--- src/rtl/uart_rx_block.sv ---
// uart_rx_block: oversampled UART receiver that packs good bytes MSB-first into a wide word.
// Define UART_RX_PARITY_EN to compile in a parity bit after the data bits.
module uart_rx_block #(
    parameter int OVERSAMPLE = 16,
    parameter int DATA_BITS  = 8,
    parameter int STOP_BITS  = 1,
    parameter int WORD_BYTES = 64
) (
    input  logic                    clk,
    input  logic                    rst,
    input  logic                    rx,
    input  logic                    s_tick,
    input  logic                    parity_odd,
    input  logic                    clear,
    output logic                    byte_valid,
    output logic [DATA_BITS-1:0]    byte_data,
    output logic                    word_valid,
    input  logic                    word_ready,
    output logic [8*WORD_BYTES-1:0] word_data,
    output logic                    frame_err,
    output logic                    parity_err,
    output logic                    overrun
);
    localparam int TW = $clog2(OVERSAMPLE);
    localparam int BW = $clog2(DATA_BITS);
    localparam int KW = $clog2(WORD_BYTES + 1);
    localparam int IW = $clog2(8 * WORD_BYTES);
    localparam logic [TW-1:0] T_MID  = TW'(OVERSAMPLE / 2 - 1);
    localparam logic [TW-1:0] T_END  = TW'(OVERSAMPLE - 1);
    localparam logic [BW-1:0] B_LAST = BW'(DATA_BITS - 1);
    localparam logic [BW-1:0] S_LAST = BW'(STOP_BITS - 1);
    localparam logic [KW-1:0] K_LAST = KW'(WORD_BYTES - 1);

`ifdef UART_RX_PARITY_EN
    typedef enum logic [2:0] {IDLE, START, DATA, PARITY, STOP} state_t;
    localparam state_t AFTER_DATA = PARITY;
`else
    typedef enum logic [2:0] {IDLE, START, DATA, STOP} state_t;
    localparam state_t AFTER_DATA = STOP;
    logic unused_parity_odd;
    assign unused_parity_odd = parity_odd;
`endif

    state_t                  state_q, state_d;
    logic                    sync_q, rxs_q;
    logic [TW-1:0]           tick_q, tick_d;
    logic [BW-1:0]           bit_q, bit_d;
    logic [DATA_BITS-1:0]    shift_q, shift_d;
    logic                    stop_bad_q, stop_bad_d, par_bad_q, par_bad_d;
    logic [KW-1:0]           k_q, k_d;
    logic                    byte_valid_q, byte_valid_d, word_valid_q, word_valid_d;
    logic                    frame_err_q, frame_err_d, parity_err_q, parity_err_d;
    logic                    overrun_q, overrun_d;
    logic [DATA_BITS-1:0]    byte_data_q, byte_data_d;
    logic [8*WORD_BYTES-1:0] word_data_q, word_data_d;
    logic                    smp, good;
    logic [IW-1:0]           pos;

    always_comb begin
        state_d      = state_q;
        bit_d        = bit_q;
        shift_d      = shift_q;
        stop_bad_d   = stop_bad_q;
        par_bad_d    = par_bad_q;
        byte_data_d  = byte_data_q;
        word_data_d  = word_data_q;
        byte_valid_d = 1'b0;
        frame_err_d  = 1'b0;
        parity_err_d = 1'b0;
        overrun_d    = 1'b0;
        good         = 1'b0;
        pos          = '0;
        k_d          = clear ? '0 : k_q;
        word_valid_d = word_valid_q & ~word_ready;
        smp    = s_tick && state_q != IDLE && tick_q == (state_q == START ? T_MID : T_END);
        tick_d = (state_q == IDLE || smp) ? '0 : tick_q + TW'(s_tick);
        if (state_q == IDLE && !rxs_q)
            state_d = START;
        if (smp)
            case (state_q)
                START: begin
                    bit_d      = '0;
                    stop_bad_d = 1'b0;
                    par_bad_d  = 1'b0;
                    state_d    = rxs_q ? IDLE : DATA;
                end
                DATA: begin
                    shift_d = {rxs_q, shift_q[DATA_BITS-1:1]};
                    bit_d   = bit_q == B_LAST ? '0 : bit_q + 1'b1;
                    state_d = bit_q == B_LAST ? AFTER_DATA : DATA;
                end
`ifdef UART_RX_PARITY_EN
                PARITY: begin
                    par_bad_d = rxs_q ^ (^shift_q) ^ parity_odd;
                    state_d   = STOP;
                end
`endif
                STOP: begin
                    stop_bad_d = stop_bad_q | ~rxs_q;
                    bit_d      = bit_q + 1'b1;
                    if (bit_q == S_LAST) begin
                        state_d      = IDLE;
                        frame_err_d  = stop_bad_d;
                        parity_err_d = ~stop_bad_d & par_bad_q;
                        good         = ~stop_bad_d & ~par_bad_q;
                    end
                end
                default: state_d = IDLE;
            endcase
        if (good) begin
            byte_valid_d = 1'b1;
            byte_data_d  = shift_q;
            // a word handed over this cycle frees the buffer for this byte
            if (word_valid_d)
                overrun_d = 1'b1;
            else begin
                pos                  = IW'(8 * (WORD_BYTES - int'(k_d)) - 1);
                word_data_d[pos -: 8] = 8'(shift_q);
                word_valid_d         = k_d == K_LAST;
                k_d                  = word_valid_d ? '0 : k_d + 1'b1;
            end
        end
    end

    always_ff @(posedge clk or posedge rst)
        if (rst) begin
            state_q      <= IDLE;
            sync_q       <= 1'b1;
            rxs_q        <= 1'b1;
            tick_q       <= '0;
            bit_q        <= '0;
            shift_q      <= '0;
            stop_bad_q   <= 1'b0;
            par_bad_q    <= 1'b0;
            k_q          <= '0;
            byte_valid_q <= 1'b0;
            word_valid_q <= 1'b0;
            frame_err_q  <= 1'b0;
            parity_err_q <= 1'b0;
            overrun_q    <= 1'b0;
            byte_data_q  <= '0;
            word_data_q  <= '0;
        end else begin
            state_q      <= state_d;
            sync_q       <= rx;
            rxs_q        <= sync_q;
            tick_q       <= tick_d;
            bit_q        <= bit_d;
            shift_q      <= shift_d;
            stop_bad_q   <= stop_bad_d;
            par_bad_q    <= par_bad_d;
            k_q          <= k_d;
            byte_valid_q <= byte_valid_d;
            word_valid_q <= word_valid_d;
            frame_err_q  <= frame_err_d;
            parity_err_q <= parity_err_d;
            overrun_q    <= overrun_d;
            byte_data_q  <= byte_data_d;
            word_data_q  <= word_data_d;
        end

    assign byte_valid = byte_valid_q;
    assign byte_data  = byte_data_q;
    assign word_valid = word_valid_q;
    assign word_data  = word_data_q;
    assign frame_err  = frame_err_q;
    assign parity_err = parity_err_q;
    assign overrun    = overrun_q;
endmodule
--- config.mk ---
export PLATFORM = sky130hd
export DESIGN_NAME = uart_rx_block
export DESIGN_NICKNAME = d
export VERILOG_FILES = /design/src/rtl/uart_rx_block.sv
export SDC_FILE = /design/constraint.sdc
export NUM_CORES = 1
export LEC_CHECK = 0
export ABC_AREA = 1
export CORE_MARGIN = 1.5
export CORE_UTILIZATION = 27
export CTS_CLUSTER_DIAMETER = 100
export DETAILED_ROUTE_END_ITERATION = 12
export PLACE_DENSITY_LB_ADDON = 0.1
export SLEW_MARGIN = 5
export SYNTH_ARGS = -nofsm -noshare
export SYNTH_HDL_FRONTEND = slang
export SYNTH_SLANG_ARGS = --single-unit
--- constraint.sdc ---
create_clock -name clk -period 26.3 [get_ports clk]
set_input_delay 3.945 -clock clk [delete_from_list [all_inputs] [get_ports clk]]
set_output_delay 3.945 -clock clk [all_outputs]
set_load 0.005 [all_outputs]
After elaboration in Yosys (flattened, before gate mapping)
Cells that the tools add are included.
{"block": "word_totals", "register_bits": 552}
{"block": "op_classes", "muxes": 27, "n_shift": 2, "n_reduce_logical": 14, "bitwise": 6, "eq_ne": 6, "add_sub_neg": 6}
{"cell": "$shift A8 B11 Y519 const A", "n": 1}
{"cell": "$shiftx A8 B11 Y519", "n": 1}
{"cell": "$bwmux W512", "n": 1}
{"cell": "$mux W7", "n": 4}
{"cell": "$pmux W3 S3", "n": 2}
{"cell": "$mux W1", "n": 12}
{"cell": "$mux W3", "n": 4}
{"cell": "$neg A9 Y11", "n": 1}
{"cell": "$sub A9 B2 Y9 const B", "n": 1}
{"cell": "$mux W4", "n": 2}
{"cell": "$reduce_and A2 Y1", "n": 4}
{"cell": "$add A7 B1 Y7 const B", "n": 1}
{"cell": "$eq A7 B6 Y1 const B", "n": 1}
{"cell": "$eq A3 B2 Y1 const B", "n": 2}
{"cell": "$logic_not A3 Y1", "n": 2}
{"cell": "$reduce_bool A3 Y1", "n": 2}
{"cell": "$sub A1 B6 Y6 const A", "n": 1}
{"cell": "$add A4 B1 Y4", "n": 1}
{"cell": "$eq A4 B4 Y1", "n": 1}
{"cell": "$not A1 Y1", "n": 4}
{"cell": "$add A3 B1 Y3 const B", "n": 1}
{"cell": "$eq A3 B1 Y1 const B", "n": 1}
{"cell": "$eq A3 B3 Y1 const B", "n": 1}
{"cell": "$logic_and A1 B1 Y1", "n": 3}
{"cell": "7 further kinds", "n": 7}

Depth between registers and ports, before layout
{"block": "logic_depth", "depth_word": 7, "mapped_depth": 17, "mapped_depth_nobuf": 15}

Least setup slack after synthesis
OpenSTA, ideal clock, no wires.
{"block": "synth_path", "kind": "input-to-reg", "from": "in clear", "to": "reg word_data_q[258] (netlist: word_data[258])", "path_slack_ps": 20226, "arrival_time_ps": 5957, "n_path_buf": 5, "path_stages": 16, "t_required_ps": 26183, "path_cell_list": "inv_2 buf_6 nand2_4 clkbuf_1 inv_1 ha_1 nand2_1 nor2_2 nand3_1 nand2_1 nand2_2 buf_6 buf_6 buf_2 nand4_1 nand2_1"}
{"block": "synth_between", "elab_chain_cells": 6}
{"element": "start: declaration", "line": "14", "rtl": "input logic clear,"}
{"element": "$mux W7 *", "line": "73", "rtl": "k_d = clear ? '0 : k_q;"}
{"element": "$sub A1 B6 Y6 *", "line": "117", "rtl": "pos = IW'(8 * (WORD_BYTES - int'(k_d)) - 1);"}
{"element": "$sub A9 B2 Y9 *", "line": "117"}
{"element": "$neg A9 Y11 *", "line": "118", "rtl": "word_data_d[pos -: 8] = 8'(shift_q);"}
{"element": "$shiftx A8 B11 Y519 / $shift A8 B11 Y519 (equally long branches)", "line": "118"}
{"element": "$bwmux W512 *", "line": "118"}
{"element": "end signal: assignment", "line": "159", "rtl": "word_data_q <= word_data_d;"}
{"element": "end: declaration", "line": "55", "rtl": "logic [8*WORD_BYTES-1:0] word_data_q, word_data_d;"}
Mark *: on every way between the ends. The rest lies on a longest branch, timed or not.
A chain may end at the register's enable or synchronous reset.

Worst setup path in the final report
{"block": "layout_path", "from": "in clear", "to": "reg word_data_q[178] (netlist: word_data[178])"}
The elaborated chain is that of the path after synthesis.

==> run_results.csv <==
group,metric,value,unit
finish,final_common_cell,"nand2_1",
worst_setup_path,r2r.worst_path.cells,14,
die,ioPinCount,532,
power,p_int,1.492,mW
yosys,seq_area_frac_synth,51.91,%
detailed_routing,drt_wl_total,110.9,mm
yosys,async_reset_ff_share,100.0,%
worst_setup_path,critPathMaxFanout,85,
global_route,grt_pass1_wl,160.2,mm
finish,final_cell_mix,"909 x nand2_1, 550 x dfrtp_1, 529 x clkdlybuf4s50_1, 311 x inv_1, 286 x nand3_1",
yosys,syn_inst,3076,
die,die_h,317.0,um
global_route,grt_usage,21.74,%
cts,cts_tree,"yes",
detailed_routing,first_iter_violations,1783,
global_route,gr-total-overflow,0,
yosys,synth_warnings,0,
cts,clock_path_buffers,3,
die,initial_core_util,27.40,%
cts,cts.hold.buffers_added,0,
cts,cts_resized,0,
cts,clock_latency,0.63,ns
placement,placed_cell_area,0.03268,mm2
yosys,synth_edf_count,0,
cts,clock-sinks,552,
finish,drive_above_1_share,6.491,%
power,power_frac_comb,2.2,%
timing,period_needed,8.171,ns
placement,dp_cells,4724,
cts,path_clk_slew,0.06,ns
timing,maxSlewHeadroom,14.66,%
timing,fmax,122.4,MHz
power,p_seq_share,44.6,%
finish,area_growth,31.85,%
power,ir_worst_vdd,43.75,uV
yosys,netlist_area,0.02661,mm2
timing,skew,0.02405,ns
power,power.clock.fraction,53.2,%
worst_setup_path,crit_type,"in2reg",
global_route,antenna_found_initial,2,
timing,finalHoldViolCount,0,
power,powerDensity,55.02,mW/mm2
cts,cts_htree_levels,3,
placement,dp_hpwl,77.54,mm
die,die_area,0.1005,mm2
finish,instances_no_fill,4850,
timing,setup_viol,0,
placement,port-buffer-count,529,
finish,fillers,10070,
timing,period_share,31.07,%
detailed_routing,avgViaCountPerCell,4.763,
timing,drv_slew,0,
die,coreArea,0.09714,mm2
placement,place.gp.congestion,0.8083,
detailed_routing,final_antenna_net_count,0,
yosys,avgSynthCellArea,8.652,um2
worst_hold_path,whs_path_depth,0,
worst_setup_path,cp.arrival,8.73,ns
finish,diodes,0,
power,p_leak,16.48,nW
yosys,synth_cell_type_count,38,
run,maxCapViolations,0,
timing,holdWs,0.3598,ns
finish,nets,3538,
detailed_routing,vias,23100,
global_route,grt_pass1_vias,22630,
finish,final_cell_area,0.03509,mm2
worst_hold_path,hold_class,"reg2reg",
cts,clock-root-buffer,"clkbuf_16",
yosys,ys.flop_type,"dfrtp_1",
timing,setup_tns,0,ns
outcome,status,"completed",
die,num_rows,114,
worst_setup_path,crit_required,26.86,ns
detailed_routing,first_pass_iters,5,
timing,rsz0062_at_grt,"false",
yosys,synth-seq-cells,552,
yosys,synthesis.nets,3094,
timing,worst_pin_slew,1.270,ns
cts,cts_buffers,70,
power,p_sw,0.4383,mW
worst_setup_path,worst_setup_path_start_kind,"primary input",
global_route,grt_max_degree,154,
cts,cts_setup_buffers,0,
detailed_routing,wl_per_cell,22.86,um
die,die_w,317.0,um
detailed_routing,drc,0,
worst_setup_path,crit_path_end_kind,"flop",
power,switching_share,22.70,%
[registers in the layout, indices dropped and copies added (netlist names), 3 cells and up]
| register | count |
|---|---|
| k_q | 7 |
| shift_q | 8 |
| word_data | 512 |
| bit_q | 3 |
| tick_q | 4 |
| state_q | 3 |
| byte_data | 8 |
[per-layer routing]
metal / GRT usage (%) / wire, um / vias up
met5: 0 / 24 / -
met4: 7.608 / 3705 / 4
li1: - / - / 10960
met1: 30.04 / 49930 / 11300
met2: 33.25 / 49880 / 694
met3: 4.982 / 7325 / 142
[area by class of cell]
cell class	instances	area, um2	share of cell area, %
Sequential cell	552	13820	39.37
Multi-Input combinational cell	2018	10520	29.97
Timing Repair Buffer	555	5515	15.72
Clock buffer	108	2128	6.065
Tap cell	1276	1597	4.550
Inverter	323	1234	3.516
Clock inverter	18	282.8	0.8058
[worst max-delay path, cell delays in order]
cell             delay [ns]
clkdlybuf4s50_1        0.52
inv_2                  0.14
nand2_2                0.10
buf_4                  0.48
nand3_4                0.29
nand2_1                0.21
nand3_1                0.08
nand2_1                0.21
nand2_8                0.35
nor2_4                 1.07
buf_4                  0.88
nand3_1                0.19
nand2_1                0.12
[power groups by stage]
stage	registers, mW	clock network, mW	logic [mW]
finish	0.862	1.03	0.0423
global route	0.862	1.09	0.0504
CTS	0.861	1.06	0.0441
detailed placement	0.877	0	0.0441
global placement	0.877	0	0.0444
floorplan	0.876	0	0.0311
[path summary, 6_finish.rpt]
kind	start	endpoint	slack [ns]
setup reg to reg	k_q[1]$_DFF_PP0_	word_data[178]$_DFFE_PP0P_	21.07
max in group asynchronous	rst	word_data[267]$_DFFE_PP0P_	20.12
hold reg to reg	sync_q$_DFF_PP1_	rxs_q$_DFF_PP1_	0.36
min in group asynchronous	rst	word_data[96]$_DFFE_PP0P_	3.88
hold / removal	sync_q$_DFF_PP1_	rxs_q$_DFF_PP1_	0.36
setup / recovery	clear	word_data[178]$_DFFE_PP0P_	18.13
[cell families after synthesis]
kind of cell | count (synthesis) | synth area share (%)
XOR/XNOR | 4 | 0.1317
flip-flops | 552 | 51.91
AO/OA/AOI/OAI | 286 | 7.790
AND/OR/NAND/NOR | 1716 | 30.97
adder cells (fa/ha/maj) | 11 | 0.5171
other | 1 | 0.01409
buffers and inverters | 506 | 8.669
[cells in the mapped netlist (2+ instances only)]
library cell | number | area [um2]
nand2_2 | 9 | 56.30
buf_6 | 19 | 214.0
ha_1 | 11 | 137.6
buf_4 | 28 | 210.2
inv_1 | 312 | 1171
nand2_4 | 3 | 33.78
xor2_1 | 3 | 26.28
buf_2 | 82 | 410.4
inv_2 | 9 | 33.78
nor2_2 | 5 | 31.28
nand3_1 | 286 | 1431
o21bai_1 | 248 | 1862
o22ai_1 | 3 | 18.77
nor2_4 | 10 | 112.6
nor3_1 | 59 | 295.3
a21oi_1 | 5 | 25.02
nand2_1 | 909 | 3412
clkbuf_1 | 38 | 142.6
nor2_1 | 126 | 473.0
buf_1 | 13 | 48.80
o21ai_0 | 27 | 135.1
dfstp_2 | 2 | 52.55
nor2_8 | 24 | 480.5
dfrtp_1 | 550 | 13760
nand4_1 | 251 | 1570
nor3_2 | 2 | 20.02
buf_12 | 2 | 40.04
nand3_2 | 30 | 300.3
[through the flow]
stage	setup slack (ns)	total power, mW	util [%]
detailed placement	17.44	0.9209	33.64
CTS	18.11	1.961	36.12
global placement	17.42	0.9211	33.64
global route	17.72	2.000	36.12
floorplan	6.924	0.9075	-
finish	18.13	1.931	36.12
Power figures use the tool's default switching activity.
